## src/rtl/demux_dispatch_ctrl.sv

```systemverilog
`default_nettype none
// ============================================================================
//  Module   : demux_dispatch_ctrl
//  Purpose  : Steers single words from a valid/ready source to one of four
//             sink channels through an external 1-to-4 demux, using either
//             round-robin or directed channel selection.
//  Revision : 1.0  initial release
// ============================================================================
module demux_dispatch_ctrl #(
   parameter int DW = 8
) (
   input  logic          clk,
   input  logic          rst_n,
   input  logic          in_valid,
   input  logic [DW-1:0] in_data,
   output logic          in_ready,
   input  logic          mode,
   input  logic [1:0]    dest,
   input  logic [3:0]    chan_en,
   input  logic [3:0]    chan_ready,
   output logic [1:0]    sel,
   output logic [3:0]    out_valid,
   output logic [DW-1:0] out_data,
   output logic          err,
   output logic [7:0]    dcount
);

   typedef enum logic [1:0] {
      IDLE = 2'd0,
      SEND = 2'd1,
      DROP = 2'd2
   } state_t;

   state_t        state_q, state_d;
   logic [1:0]    ptr_q,   ptr_d;
   logic [1:0]    sel_q,   sel_d;
   logic [DW-1:0] data_q,  data_d;
   logic [7:0]    cnt_q,   cnt_d;

   logic [1:0]    w_rr_sel;
   logic [1:0]    w_acc_sel;
   logic          w_accept;

   // Scan offsets from the far end down so the closest enabled channel to ptr wins.
   always_comb begin
      w_rr_sel = ptr_q;
      for (int i = 3; i >= 0; i--) begin
         if (chan_en[ptr_q + 2'(i)]) begin
            w_rr_sel = ptr_q + 2'(i);
         end
      end
   end

   assign in_ready  = (state_q == IDLE) && (mode || (chan_en != 4'b0000));
   assign w_accept  = in_valid && in_ready;
   assign w_acc_sel = mode ? dest : w_rr_sel;

   always_comb begin
      state_d = state_q;
      ptr_d   = ptr_q;
      sel_d   = sel_q;
      data_d  = data_q;
      cnt_d   = cnt_q;
      case (state_q)
         IDLE: begin
            if (w_accept) begin
               data_d  = in_data;
               sel_d   = w_acc_sel;
               state_d = chan_en[w_acc_sel] ? SEND : DROP;
            end
         end
         SEND: begin
            // A disabled channel aborts the word even if its sink is ready.
            if (!chan_en[sel_q]) begin
               state_d = DROP;
            end else if (chan_ready[sel_q]) begin
               state_d = IDLE;
               cnt_d   = cnt_q + 8'd1;
               ptr_d   = sel_q + 2'd1;
            end
         end
         DROP: begin
            state_d = IDLE;
         end
         default: begin
            state_d = IDLE;
         end
      endcase
   end

   always_ff @(posedge clk or negedge rst_n) begin
      if (!rst_n) begin
         state_q <= IDLE;
         ptr_q   <= 2'd0;
         sel_q   <= 2'd0;
         data_q  <= '0;
         cnt_q   <= 8'd0;
      end else begin
         state_q <= state_d;
         ptr_q   <= ptr_d;
         sel_q   <= sel_d;
         data_q  <= data_d;
         cnt_q   <= cnt_d;
      end
   end

   assign sel       = sel_q;
   assign out_data  = data_q;
   assign out_valid = (state_q == SEND) ? (4'b0001 << sel_q) : 4'b0000;
   assign err       = (state_q == DROP);
   assign dcount    = cnt_q;

endmodule
`default_nettype wire
```

## config.mk

```make
export PLATFORM = sky130hd
export DESIGN_NAME = demux_dispatch_ctrl
export DESIGN_NICKNAME = d
export VERILOG_FILES = /design/src/rtl/demux_dispatch_ctrl.sv
export SDC_FILE = /design/constraint.sdc
export NUM_CORES = 1
export LEC_CHECK = 0
export BUFFER_PORTS_ARGS = -buffer_cell sky130_fd_sc_hd__buf_4
export CAP_MARGIN = 25
export CORE_ASPECT_RATIO = 0.8
export CORE_MARGIN = 1
export CORE_UTILIZATION = 52
export DETAILED_ROUTE_END_ITERATION = 8
export PLACE_DENSITY = 0.84
export SLEW_MARGIN = 20
export SYNTH_ARGS = -nofsm -noshare
export SYNTH_HDL_FRONTEND = slang
export SYNTH_SLANG_ARGS = --single-unit
```

## constraint.sdc

```tcl
create_clock -name clk -period 4.1 [get_ports clk]
set_input_delay 0 -clock clk [delete_from_list [all_inputs] [get_ports clk]]
set_output_delay 0 -clock clk [all_outputs]
set_load 0.05 [all_outputs]
```

After elaboration in Yosys (flattened, before gate mapping)
Index checks and enable logic that the tools add are counted.

Register bits: 22. Bits of input ports: 22. Output and inout port bits: 24. Word-level logic and storage cells: 54.

$add $sub $neg: 5. $lt $le $gt $ge: 6. Equal/unequal tests: 4. Shift-type cells: 1. Mux-type cells: 25. Reduce and logical (&&, ||, !) cells: 8.

Operator list (number): less-than comparator 2 x 3 -> 1 bit (second input constant) (6); two-way mux 2 bit (9); binary-select mux 1 bit (select 2 bit) (7); adder 8 x 1 -> 8 bit (second input constant) (1); two-way mux 1 bit (7); adder 2 x 1 -> 2 bit (second input constant) (2); adder 2 bit (second input constant) (2); two-way mux 4 bit (1); one-hot mux 2 bit (2 select lines) (1); AND reduction 2 bit (2); nonzero test 4 bit (1); << shifter 1 x 2 -> 4 bit (first input constant) (1); != test 3 bit (second input constant) (1); AND reduction 3 bit (1); == test 2 x 1 -> 1 bit (second input constant) (1); == test 2 bit (second input constant) (1); logical AND 1 bit (2); logical NOT 2 bit (1); != test 2 bit (second input constant) (1); logical OR 1 bit (1).

Longest topological paths before layout
Word-level depth: 13. Mapped depth: 7.

Worst setup path before layout
OpenSTA, ideal clock, no wires.

Path kind: register -> register. Start point: reg sel_q[1] (netlist: sel[1]). End point: reg cnt_q[6] (netlist: dcount[6]). Library setup time: 144 ps. Data arrival time: 1938 ps. Path slack: 2018 ps. Stages on the path, launching flop included: 6. Period minus slack after synthesis: 2082 ps. Cell sequence: dfrtp_1 -> mux4_2 -> and3_1 -> clkbuf_2 -> and4_1 -> xor2_1.

Cells in the longest elaborated chain, start to end: 3.

RTL lines: start, declared (RTL line 36) `logic [1:0] sel_q, sel_d;`; start signal, assigned (RTL line 101) `sel_q <= sel_d;`; binary-select mux 1 bit (select 2 bit), on equally long branches (RTL line 74, 76); two-way mux 1 bit, on equally long branches (RTL line 74, 76); AND reduction 3 bit (no line) *; end signal, assigned (RTL line 103) `cnt_q <= cnt_d;`; end, declared (RTL line 38) `logic [7:0] cnt_q, cnt_d;`.

Every way passes the cells marked *; elsewhere a longest branch is shown, timed or not. The select of a mux whose other input is x is not followed. A chain may end at the register's enable or synchronous reset.

Worst setup path after layout
Start point: reg ptr_q[1]. End point: reg state_q[1].

Cells in the longest elaborated chain, start to end: 13.

RTL lines: start, declared (RTL line 35) `logic [1:0] ptr_q, ptr_d;`; start signal, assigned (RTL line 100) `ptr_q <= ptr_d;`; adder 2 bit (RTL line 48, 49); binary-select mux 1 bit (select 2 bit) (RTL line 48) `if (chan_en[ptr_q + 2'(i)]) begin`; two-way mux 1 bit (implied by the code) (RTL line 48); two-way mux 2 bit (3 in a row) (RTL line 48); two-way mux 2 bit * (RTL line 48); two-way mux 2 bit * (RTL line 56) `assign w_acc_sel = mode ? dest : w_rr_sel;`; binary-select mux 1 bit (select 2 bit) * (RTL line 69) `state_d = chan_en[w_acc_sel] ? SEND : DROP;`; two-way mux 1 bit (implied by the code) * (RTL line 69); two-way mux 2 bit * (RTL line 69); two-way mux 2 bit * (RTL line 66) `if (w_accept) begin`; one-hot mux 2 bit (2 select lines) * (RTL line 64) `case (state_q)`; end signal, assigned (RTL line 99) `state_q <= state_d;`; end, declared (RTL line 34) `state_t state_q, state_d;`.

Marked as above.

==> results_dict.tcl <==
set metrics [dict create \
    place_ws_ps 2180 \
    wire_per_inst_um 15.8 \
    grt-ovfl-total 0 \
    final_core_util_pct 79.2 \
    stdcell_count 192 \
    cts_sinks 22 \
    numPortBuffers 45 \
    fmax_ghz 0.514 \
    dieArea_um2 2570 \
    arrival_ps 2120 \
    yosys.area.top_type "dfrtp_1" \
    slowest_delay_ps 490 \
    area_growth_pct 41.4 \
    synth_seq_area_share_pct 44.8 \
    grt_pass1_vias 1067 \
    ys.flop_type "dfrtp_1" \
    syn_inst 110 \
    nNetsFinal 195 \
    viasPerCell 5.56 \
    regArea_um2 551 \
    hpwl_um 2370 \
    syn_area_um2 1230 \
    cts_buffers 3 \
    dp_cells 178 \
    htreeDepth 1 \
    drt_wl_total_um 3030 \
    worst_pin_slew_ps 477 \
    core-area_um2 2200 \
    path_cells "nand2b_1, a21oi_2, o311ai_4, mux2_4, a221oi_2, o22ai_1" \
    clk_pin_slew_worst_paths_ps 120 \
    syn_nets 137 \
    antenna_found_initial 0 \
    setup_slack_ps 2150 \
    setup_viol 0 \
    initial_core_util_pct 56.0 \
    path_class "reg -> reg" \
    status "finished clean" \
    finalSetupTns_ps 0 \
    period_share_pct 47.5 \
    synth.top_cell.area_share_pct 44.8 \
    die_x_um 56.4 \
    cts-root-buf "clkbuf_4" \
    end_kind "register" \
    slew_viol_final 0 \
    yosys_warnings 0 \
    antenna_left 0 \
    drt-initial-drc-count 37 \
    diodes 0 \
    whs_ps 91.8 \
    num_vias 1067 \
    synthArstFlopShare_pct 100 \
    crit_path_top_delay_cell "dfrtp_1" \
    rsz0062_at_grt "no" \
    fillers 144 \
    place_area_um2 1590 \
    multiInputGateArea_um2 648 \
    drc 0 \
    dr.pass1.iters 4 \
    cts_resized 0 \
    p_leak_nw 0.861 \
    grt_max_degree 23 \
    insertion_delay_ps 310 \
    rows 15 \
    ios 46 \
    final_hold_viol_count 0 \
    crit_required_ps 4270 \
    worst_setup_path_start_kind "register" \
    gp_congestion 0.927 \
    p_per_area_nw_per_um2 739 \
    min_path_type "in -> async" \
    min_period_ps 1950 \
    avgSynthCellArea_um2 11.2 \
    synth_cell_types 38 \
    ir_drop_v 0.000559 \
    maxCapViolations 0 \
    clk_path_buf_depth 2 \
    grt_pass1_wl_um 4930 \
    synthTopCellsByArea "dfrtp_1, mux2_2, ha_1" \
    synth_edf_count 0 \
    final_area_um2 1740 \
    grt_usage_pct 26.2 \
    total_power_mw 1.28 \
    finClkSkew_ps 7.27 \
    worst-path-max-fanout 8 \
    yosys_register_bits 22 \
    die_y_um 45.5 \
    layout-drive-gt1-share_pct 41.9 \
    slew_headroom_pct 68.1 \
    tritoncts "yes" \
    post-synth-top-count-cell "dfrtp_1" \
    synthTopCellsByCount "dfrtp_1, nand2_1, mux2_2" \
]
## logic make-up after synthesis
group           count (synthesis)  synth area share, %
simple gates                   41                 18.7
flops                          22                 44.8
compound gates                 17                 11.7
buf+inv                         7                 2.54
mux                            11                 12.2
xor+xnor                        7                 4.98
fa+ha+maj                       5                 5.09
## path summary, 6_finish.rpt
| check | from | to | slack, ps | depth (start not counted) |
|---|---|---|---|---|
| setup / recovery | ptr_q[1]$_DFFE_PN0P_ | state_q[1]$_DFFE_PN0P_ | 2150 | 6 |
| setup reg to reg | ptr_q[1]$_DFFE_PN0P_ | state_q[1]$_DFFE_PN0P_ | 2150 | 6 |
| hold / removal | rst_n | dcount[2]$_DFFE_PN0P_ | 90 | 2 |
| hold reg to reg | dcount[6]$_DFFE_PN0P_ | dcount[6]$_DFFE_PN0P_ | 510 | 1 |
| max in group asynchronous | rst_n | out_data[4]$_DFFE_PN0P_ | 3780 | 2 |
| min in group clk | chan_en[1] | sel[1]$_DFFE_PN0P_ | 180 | 4 |
## what timing repair did
action                                 CTS  global route
hold buffers                            10             0
buffers inserted                         0             0
endpoints found under the hold margin   31             0
## layout make-up
type | instances | share of cell area [%]
multi-input cells | 81 | 37.3
repair buffers | 55 | 25.2
clock inverters | 1 | 1.73
well taps | 25 | 1.80
clock buffers | 3 | 1.29
flip-flops and latches | 22 | 31.7
inverters | 5 | 1.08
## power breakdown
group | leakage [nW] | internal [mW] | total [mW] | switching [mW]
combinational | 0.556 | 0.262 | 0.735 | 0.474
clock | 0.0279 | 0.0988 | 0.164 | 0.0655
sequential | 0.277 | 0.297 | 0.385 | 0.0875
total | 0.861 | 0.658 | 1.28 | 0.627
## layout by cell type (no fill, tap or decap), types with 2 or more instances in the layout
master and instances:
a21oi_1 3, o21ai_0 3, nand3_1 3, dlygate4sd3_1 10, and2b_2 2, and3_1 2, xnor2_1 4, buf_4 45
mux2_2 8, nand2_1 11, dfrtp_1 22, o22ai_1 2, nor2b_1 3, mux4_2 2, ha_1 5, nor2_1 5
clkbuf_4 3, and2_1 4, xor2_1 3, inv_1 5, and2_2 2, nand2b_1 2
## state kept, by name, summed over array words and instances (netlist names)
| signal | count |
|---|---|
| dcount | 8 |
| out_data | 8 |
| ptr_q | 2 |
| sel | 2 |
| state_q | 2 |
## metal layers
| metal | global-route usage [%] | wire [um] | vias to the layer above | part of all wire, % |
|---|---|---|---|---|
| li1 | - | - | 499 | - |
| met1 | 31.6 | 1200 | 500 | 40 |
| met2 | 47.9 | 1550 | 60 | 51 |
| met3 | 6.25 | 221 | 8 | 7.3 |
| met4 | 8.29 | 59 | 0 | 1.9 |
| met5 | 0 | 0 | - | 0 |
## critical path, delay by kind of cell, from the launching register on
kind            cells  cell delay (ps)
compound gates      4              810
flops               1              490
mux                 1              340
simple gates        1              170
(Power assumes the default switching activity.)
